===== config.mk =====
export PLATFORM = sky130hd
export DESIGN_NAME = adau_spi_arbiter
export DESIGN_NICKNAME = d
export VERILOG_FILES = /design/src/rtl/adau_spi_arbiter.sv
export SDC_FILE = /design/constraint.sdc
export NUM_CORES = 1
export LEC_CHECK = 0
export ABC_AREA = 1
export BUFFER_PORTS_ARGS = -buffer_cell sky130_fd_sc_hd__buf_2
export CORE_ASPECT_RATIO = 0.9
export CORE_MARGIN = 8
export CORE_UTILIZATION = 50
export CTS_BUF_LIST = sky130_fd_sc_hd__clkbuf_8
export CTS_CLUSTER_SIZE = 20
export DETAILED_ROUTE_END_ITERATION = 16
export PLACE_DENSITY_LB_ADDON = 0.25
export SETUP_SLACK_MARGIN = 0.4
export SLEW_MARGIN = 20
export SYNTH_ARGS = -nofsm -noshare
export SYNTH_HDL_FRONTEND = slang
export SYNTH_SLANG_ARGS = --single-unit
export TNS_END_PERCENT = 5

===== constraint.sdc =====
create_clock -name clk -period 2.5 [get_ports clk]
set_input_delay 0 -clock clk [delete_from_list [all_inputs] [get_ports clk]]
set_output_delay 0 -clock clk [all_outputs]
set_load 0.1 [all_outputs]

===== src/rtl/adau_spi_arbiter.sv =====
// adau_spi_arbiter: shares the SPI master command port between the ADAU
// init command list (req 0) and the runtime parameter writer (req 1).
// Ports: clk, reset (async, active-high), init_done gates req 1;
//   cmd0/cmd0_valid/cmd0_last/cmd0_ready and cmd1/... request channels;
//   command/command_valid/spi_ready drive the SPI master through a
//   one-entry output register; grant is one-hot (00 idle);
//   burst_overrun is sticky, set when a burst is cut at MAX_BURST.
// Option: define ARB_ROUND_ROBIN_EN for round-robin priority between
//   bursts; otherwise req 0 has fixed priority.
module adau_spi_arbiter #(
  parameter int CMD_W     = 32,
  parameter int MAX_BURST = 16,
  parameter int CNT_W     = 5
) (
  input  logic             clk,
  input  logic             reset,
  input  logic             init_done,
  input  logic [CMD_W-1:0] cmd0,
  input  logic             cmd0_valid,
  input  logic             cmd0_last,
  output logic             cmd0_ready,
  input  logic [CMD_W-1:0] cmd1,
  input  logic             cmd1_valid,
  input  logic             cmd1_last,
  output logic             cmd1_ready,
  output logic [CMD_W-1:0] command,
  output logic             command_valid,
  input  logic             spi_ready,
  output logic [1:0]       grant,
  output logic             burst_overrun
);

  typedef enum logic [1:0] {
    IDLE,
    BUSY0,
    BUSY1
  } state_t;

  state_t           state;
  logic [CNT_W-1:0] cnt;
  logic [CNT_W-1:0] cnt_nxt;
  logic [CMD_W-1:0] acc_cmd;
  logic             slot_free;
  logic             acc0;
  logic             acc1;
  logic             acc;
  logic             acc_last;
  logic             at_max;
  logic             rel;
  logic             elig0;
  logic             elig1;
  logic             pick1;

  // Output slot can take a beat if empty or draining this cycle.
  assign slot_free  = !command_valid || spi_ready;
  assign cmd0_ready = (state == BUSY0) && slot_free;
  assign cmd1_ready = (state == BUSY1) && slot_free;

  assign acc0     = cmd0_valid && cmd0_ready;
  assign acc1     = cmd1_valid && cmd1_ready;
  assign acc      = acc0 || acc1;
  assign acc_cmd  = acc1 ? cmd1 : cmd0;
  assign acc_last = acc1 ? cmd1_last : cmd0_last;

  assign cnt_nxt = cnt + 1'b1;
  assign at_max  = (cnt_nxt == CNT_W'(MAX_BURST));
  assign rel     = acc && (acc_last || at_max);

  assign elig0 = cmd0_valid;
  assign elig1 = cmd1_valid && init_done;

`ifdef ARB_ROUND_ROBIN_EN
  // prio1: requester 1 holds priority for the next grant.
  logic prio1;

  assign pick1 = elig1 && (prio1 || !elig0);

  always_ff @(posedge clk or posedge reset) begin
    if (reset) begin
      prio1 <= 1'b0;
    end else if (rel) begin
      prio1 <= (state == BUSY0);
    end
  end
`else
  assign pick1 = elig1 && !elig0;
`endif

  always_ff @(posedge clk or posedge reset) begin
    if (reset) begin
      state         <= IDLE;
      grant         <= 2'b00;
      cnt           <= '0;
      command       <= '0;
      command_valid <= 1'b0;
      burst_overrun <= 1'b0;
    end else begin
      if (acc) begin
        command       <= acc_cmd;
        command_valid <= 1'b1;
      end else if (spi_ready) begin
        command_valid <= 1'b0;
      end

      unique case (state)
        IDLE: begin
          if (pick1) begin
            state <= BUSY1;
            grant <= 2'b10;
          end else if (elig0) begin
            state <= BUSY0;
            grant <= 2'b01;
          end
        end
        BUSY0, BUSY1: begin
          if (rel) begin
            state <= IDLE;
            grant <= 2'b00;
            cnt   <= '0;
            if (!acc_last) begin
              burst_overrun <= 1'b1;
            end
          end else if (acc) begin
            cnt <= cnt_nxt;
          end
        end
        default: begin
          state <= IDLE;
          grant <= 2'b00;
        end
      endcase
    end
  end

endmodule


==> out/qor.csv, run 1 <==
stage,metric,value,unit
run_status,status,"finished, violations left",
run_status,violations,hold timing,
floorplanning,core,0.003991,mm^2
floorplanning,initial_utilization,0.5066,
sta,clock-skew-final,0.01215,ns
route,routedWlPerCell,14.96,um
finish,fin_cells,435,
sta,fin_ws,0.5719,ns
critical_path,critPathKind,reg -> reg,
critical_path,endpoint_kind,flop,
yosys,synth_flop_cell,dfrtp_1,
yosys,synth-async-reset-ratio,1.000,
clock_network,cts.sinks,41,
finish,area_growth,49.88,%
place,place.gp.congestion,0.8027,
critical_path,crit_top_cell,nand2_1,
yosys,synthTopCellsByCount,"52 x nand2_1, 41 x dfrtp_1, 36 x nor2_1, 36 x o21ai_1, 29 x o21ai_0",
yosys,synth_most_common_cell,nand2_1,
floorplanning,die_area,0.006338,mm^2
global_routing,grt_max_degree,42,
clock_network,cts_tree,done,
finish,antenna_cells,0,
clock_network,cts_buffer_depth,2,
critical_path,critPathArrivalTime,2.10,ns
floorplanning,die_w,83.03,um
place,dpl.cell_count,395,
global_routing,grt_use_total,0.2018,
route,totalWireLength,6507,um
floorplanning,fp.dieH,76.33,um
worst_hold_path,min_path_type,in -> reg,
critical_path,path_buf_inv,2,
yosys,synth-edff-count,0,
clock_network,cts_root_buf,clkbuf_8,
finish,multi_input_area,888.4,um^2
route,ant_nets,0,
global_routing,grt_use_met1,0.2351,
route,vias,2259,
yosys,ys_seq_area_frac,0.5074,
clock_network,clk_latency,0.29,ns
yosys,synth_cells,248,
floorplanning,pin_count,110,
global_routing,gr-usage-met2,0.3357,
sta,final-max-slew-violation-count,0,
global_routing,grt_use_met3,0.06624,
yosys,yosys.area.top_type_share,0.5074,
yosys,synth_top_area_cell,dfrtp_1,
clock_network,clkTransAtPathRegs,0.08,ns
global_routing,overflow,0,
critical_path,cp_top_family,simple AND/OR/NAND/NOR gates,
sta,tightestPinTransition,0.5261,ns
finish,drive_gt1_frac,0.3540,
critical_path,crit_slowest_cell,dfrtp_1,
flow_run,drv_cap,0,
yosys,synth_area_leaders,"dfrtp_1 51%, nand2_1 9.7%, o21ai_1 8.9%",
yosys,synth_warnings,0,
route,drt_iter0_drc,147,
floorplanning,fp-row-count,22,
sta,timing.fmax,518.6,MHz
sta,period_share,0.7713,
global_routing,grt-busiest-layer,met2,
finish,fillers,314,
yosys,yosysUniqueCellTypes,22,
place,preCtsSetupSlack,0.4751,ns
yosys,syn_nets,324,
yosys,avgSynthCellArea,8.153,um^2
sta,final.setup.tns,0,ns
critical_path,worst_path_largest_cell_delay,0.41,ns
critical_path,worstPathCellList,"inv_1, ha_1, nand3_4, buf_4, nand2_1, o21ai_2, nand2_2, nand2_1, nand2_2, nand2_2, nand2_1, nand2_1",
sta,period_needed,1.928,ns
yosys,ys_ff_latch,41,
sta,maxSlewHeadroom,0.6493,
global_routing,grt_pass1_vias,2320,
route,drc,0,
global_routing,grt_pass1_wl,10780,um
sta,grt_setup_unrepaired,yes,
critical_path,cp.required,2.67,ns
clock_network,h-tree-depth,2,
finish,regArea,0.001026,mm^2
clock_network,numCtsBuffers,5,
sta,hold_slack,-0.0004238,ns
finish,nNetsFinal,462,
critical_path,cp-start-kind,flop,
place,dp_hpwl,4369,um
route,vias_per_cell,5.193,
clock_network,postCtsSetupBuffers,0,
sta,hold_violations,1,
global_routing,antenna_found_initial,0,
sta,setup_viol,0,
yosys,netlist_area,0.002022,mm^2
critical_path,cp_max_fo,19,
place,port_buffers,109,
route,dr.pass1.iters,5,
-- area by class of cell --
class                      count  share of cell area
timing repair buffer         143              0.2907
multi-input combinational    180              0.2931
clock inverter                 2             0.01115
sequential                    41              0.3386
clock buffer                   6             0.02725
inverter                      15             0.01941
tap                           48             0.01982
-- worst register-to-register path: cells and delay by family (launching register included) --
| kind | cells | cell delay, ns |
|---|---|---|
| compound gates | 1 | 0.07 |
| fa+ha+maj | 1 | 0.21 |
| buf+inv | 2 | 0.39 |
| flops | 1 | 0.41 |
| simple gates | 8 | 0.73 |
-- state kept, by name (all words and copies together) (netlist names) --
signal,cells
burst_overrun,1
state,2
cnt,5
command_valid,1
command,32
-- routing by layer --
metal,wire [um],up-vias,share of wire
met4,170,0,0.026
li1,-,1084,-
met5,0,-,0
met2,3255,116,0.50
met3,591,16,0.091
met1,2490,1043,0.38
-- through the flow --
| step | hold slack [ns] | area (um^2) | utilization |
|---|---|---|---|
| after floorplan | 0.1445 | 2027 | - |
| after global placement | 0.1597 | 2591 | 0.6492 |
| after detailed placement | 0.1587 | 2591 | 0.6492 |
| after CTS | 0.001899 | 3008 | 0.7536 |
| after global routing | 0.006806 | 3030 | 0.7592 |
| final | -0.0004238 | 3030 | 0.7592 |
-- logic make-up (layout without fill, tap and decap cells) --
family,count (synthesis),after routing,share of synthesized area
compound gates,70,70,0.1807
flops,41,41,0.5074
fa+ha+maj,4,4,0.02475
simple gates,106,106,0.2314
buf+inv,27,166,0.05569
-- final timing paths --
kind                                     from       endpoint  slack (ns)  cells past startpoint
worst min register to register  burst_overrun  burst_overrun        0.47                      1
worst max-delay path                 state[0]       state[0]        0.57                     12
worst max register to register       state[0]       state[0]        0.57                     12
max in group asynchronous               reset       state[1]        1.74                      4
min in group asynchronous               reset    command[20]        0.38                      4
worst min-delay path                 cmd1[24]    command[24]     -0.0004                      3
-- placed cells by master (no fill, tap or decap) --
cell type and instances:
a21oi_2 1, buf_2 109, buf_4 2, bufinv_16 1
clkbuf_8 6, dfrtp_1 41, dlygate4sd3_1 32, ha_1 4
inv_1 12, inv_2 3, inv_4 1, nand2_1 52
nand2_2 5, nand2_4 2, nand3_1 5, nand3_2 1
nand3_4 1, nand3b_1 1, nand4_1 2, nor2_1 34
nor2_2 2, nor2_4 1, o21ai_0 29, o21ai_1 36
o21ai_2 2, o21bai_1 1, o22ai_1 1
-- repair_timing --
| action | in CTS | in global routing |
|---|---|---|
| resized for setup | 0 | 2 |
| hold endpoints to repair | 66 | 2 |
| setup endpoints to repair | 0 | 34 |
| hold buffers | 30 | 2 |
Power of run 1 is left out: the tool's default activity adds up to more than one toggle a clock period on the data nets, which glitch-free logic cannot reach.
==> run 2, diff against run 1 <==
--- a/config.mk
+++ b/config.mk
@@ -9,7 +9,7 @@
 export BUFFER_PORTS_ARGS = -buffer_cell sky130_fd_sc_hd__buf_2
 export CORE_ASPECT_RATIO = 0.9
 export CORE_MARGIN = 8
-export CORE_UTILIZATION = 50
+export CORE_UTILIZATION = 42
 export CTS_BUF_LIST = sky130_fd_sc_hd__clkbuf_8
 export CTS_CLUSTER_SIZE = 20
 export DETAILED_ROUTE_END_ITERATION = 16
==> constraint.sdc (replaced) <==
create_clock -name clk -period 1.55 [get_ports clk]
set_input_delay 0 -clock clk [delete_from_list [all_inputs] [get_ports clk]]
set_output_delay 0 -clock clk [all_outputs]
set_load 0.1 [all_outputs]
==> run 2 against run 1 <==
  * Sequential share of layout area down 4.0 points
  * Count of clock-buffer cells in the layout fell by 1
  * Setup slack got worse by 0.51 ns
  * Critical path type unchanged
  * Critical path depth is 4 lower
  * Core utilization shrank 2.7 points
  * Wire length increased by 7.8%
  * Register-to-register slack lost 0.51 ns
  * First-iteration DRC count down 16%
  * The run still ends with hold timing left
  * Worst hold slack got worse by 0.027 ns
==> out/qor.csv, run 2 (synthesis results as in run 1) <==
stage,metric,value,unit,change
place,port_buffers,109,,unchanged
global_routing,grt_max_degree,23,,-45%
route,routedWlPerCell,14.52,um,-2.9%
sta,maxSlewHeadroom,0.5117,,-0.1376
run_status,violations,hold timing,,
clock_network,holdBufCountCts,46,,+53%
floorplanning,die_area,0.007293,mm^2,+15%
run_status,status,"finished, violations left",,
critical_path,cp_max_fo,6,,-13
sta,hold_slack,-0.02779,ns,-0.02737 ns
route,vias_per_cell,4.807,,-7.4%
finish,antenna_cells,0,,unchanged
route,dr.pass1.iters,4,,-1
floorplanning,die_w,89.14,um,+7.4%
finish,nNetsFinal,493,,+6.7%
finish,layout_common_cells,"103 x buf_2, 51 x nand2_1, 46 x dlygate4sd3_1",,
clock_network,clk_latency,0.29,ns,about the same
sta,period_share,0.9576,,+0.1864
sta,clock-skew-final,0.005701,ns,-0.006448 ns
floorplanning,initial_utilization,0.4262,,-0.08042
clock_network,cts.sinks,41,,unchanged
clock_network,numCtsBuffers,5,,unchanged
critical_path,critPathArrivalTime,1.71,ns,-0.39 ns
clock_network,clkTransAtPathRegs,0.08,ns,about the same
global_routing,grt_pass1_wl,10920,um,+1.3%
pwr,power_density,2372,mW/mm^2,
floorplanning,core,0.004745,mm^2,+19%
floorplanning,pin_count,110,,unchanged
floorplanning,fp-row-count,24,,+9.1%
route,drc,0,,unchanged
global_routing,grt_pass1_vias,2402,,+3.5%
flow_run,drv_cap,0,,unchanged
critical_path,endpoint_kind,flop,,
clock_network,h-tree-depth,2,,unchanged
route,totalWireLength,7015,um,+7.8%
finish,drive_gt1_frac,0.4043,,+0.05030
clock_network,cts_buffer_depth,2,,unchanged
global_routing,antenna_found_initial,0,,unchanged
critical_path,cp.required,1.78,ns,-0.89 ns
critical_path,cp-start-kind,flop,,
route,ant_nets,0,,unchanged
pwr,vdd_drop_max,1.336,mV,
worst_hold_path,min_path_type,in -> reg,,
finish,reg_top3,"command: 32 flops, cnt: 5 flops, state: 2 flops",,
finish,final_common_cell,buf_2,,
clock_network,cts_tree,done,,
critical_path,r2r_slack,0.07,ns,-0.51 ns
sta,period_needed,1.484,ns,-0.4438 ns
sta,timing.fmax,673.7,MHz,+30%
sta,tightestPinTransition,0.7280,ns,+0.2019 ns
place,place.gp.congestion,0.8141,,+1.4%
route,vias,2322,,+2.8%
finish,area_growth,71.78,%,
finish,regMostFlops,command,,
floorplanning,fp.dieH,81.83,um,+7.2%
sta,final-max-slew-violation-count,0,,unchanged
sta,setup_viol,0,,unchanged
finish,largest_reg_flops,32,,unchanged
global_routing,overflow,0,,unchanged
pwr,p_leak,1.763,nW,
route,drt_iter0_drc,124,,-16%
sta,hold_violations,2,,+1
clock_network,cts_root_buf,clkbuf_8,,
global_routing,grt_use_total,0.1909,,-0.01091
sta,grt_setup_unrepaired,yes,,
pwr,p_total,8.240,mW,
critical_path,critPathKind,reg -> reg,,
place,dp_hpwl,4494,um,+2.9%
run 2: changes by cell type in the layout (fill, tap and decap cells not counted), moves of 4 or more:
cell	change
o21ai_0	-4
dfrtp_1	-4
buf_12	+5
buf_4	+10
inv_1	-4
buf_2	-6
o21ai_1	+4
dlygate4sd3_1	+14
run 2: timing repair:
action	4_1_cts	5_1_grt
endpoints found under the setup margin	45	47
buffers inserted	4	1
hold endpoints to repair	52	1
resized for setup	6	24
pin swaps	6	3
cloned	0	1
run 2: through the flow:
step / instances / setup TNS, ns / util / instance area, um^2 / setup slack, ns
2_1_floorplan: 248 / -1.428 / - / 2063 / -0.06341
3_3_place_gp: 423 / 0 / 0.5873 / 2786 / 0.08234
3_5_place_dp: 423 / 0 / 0.5873 / 2786 / 0.01831
4_1_cts: 481 / 0 / 0.7136 / 3386 / 0.05458
5_1_grt: 483 / -0.1437 / 0.7321 / 3473 / -0.03195
6_report: 483 / 0 / 0.7321 / 3473 / 0.06568
run 2: path summary, 6_finish.rpt:
check,endpoint,startpoint,cells past startpoint
setup reg to reg,cnt[2],state[0],8
setup / recovery,cnt[2],state[0],8
max in group asynchronous,state[1],reset,4
min in group asynchronous,command[25],reset,3
hold reg to reg,command[3],command[3],2
hold / removal,command[5],cmd1[5],3
run 2: final cells by class:
type                            count  area (um^2)
Tap cell                           65        81.33
Inverter                           15        58.81
Sequential cell                    41         1036
Multi-Input combinational cell    180        944.7
Fill cell                         385         1271
Timing Repair Buffer              174         1270
Clock buffer                        5        68.82
Clock inverter                      3        13.76
run 2: worst max-delay path, stage by stage, from the launching register on:
cell and delay (ns):
dfrtp_4 0.50, inv_4 0.07, ha_4 0.13, nand3_4 0.11
o21ai_2 0.19, nand2_2 0.09, nor2_4 0.16, nand2_2 0.06
a21oi_2 0.11
run 2: power breakdown:
group	leakage, nW	total (mW)	internal [mW]	switching, mW
Combinational	1.20	5.73	1.27	4.46
Clock	0.0491	0.670	0.306	0.364
Sequential	0.513	1.84	1.55	0.286
run 2: metal layers:
layer,wire length (um),up-vias,global-route usage
met4,130,0,0.06468
li1,-,1149,-
met2,3290,107,0.3284
met3,615,13,0.06000
met1,2978,1053,0.2203
met5,0,-,0
Note: power is estimated with default switching activity, not from simulation.
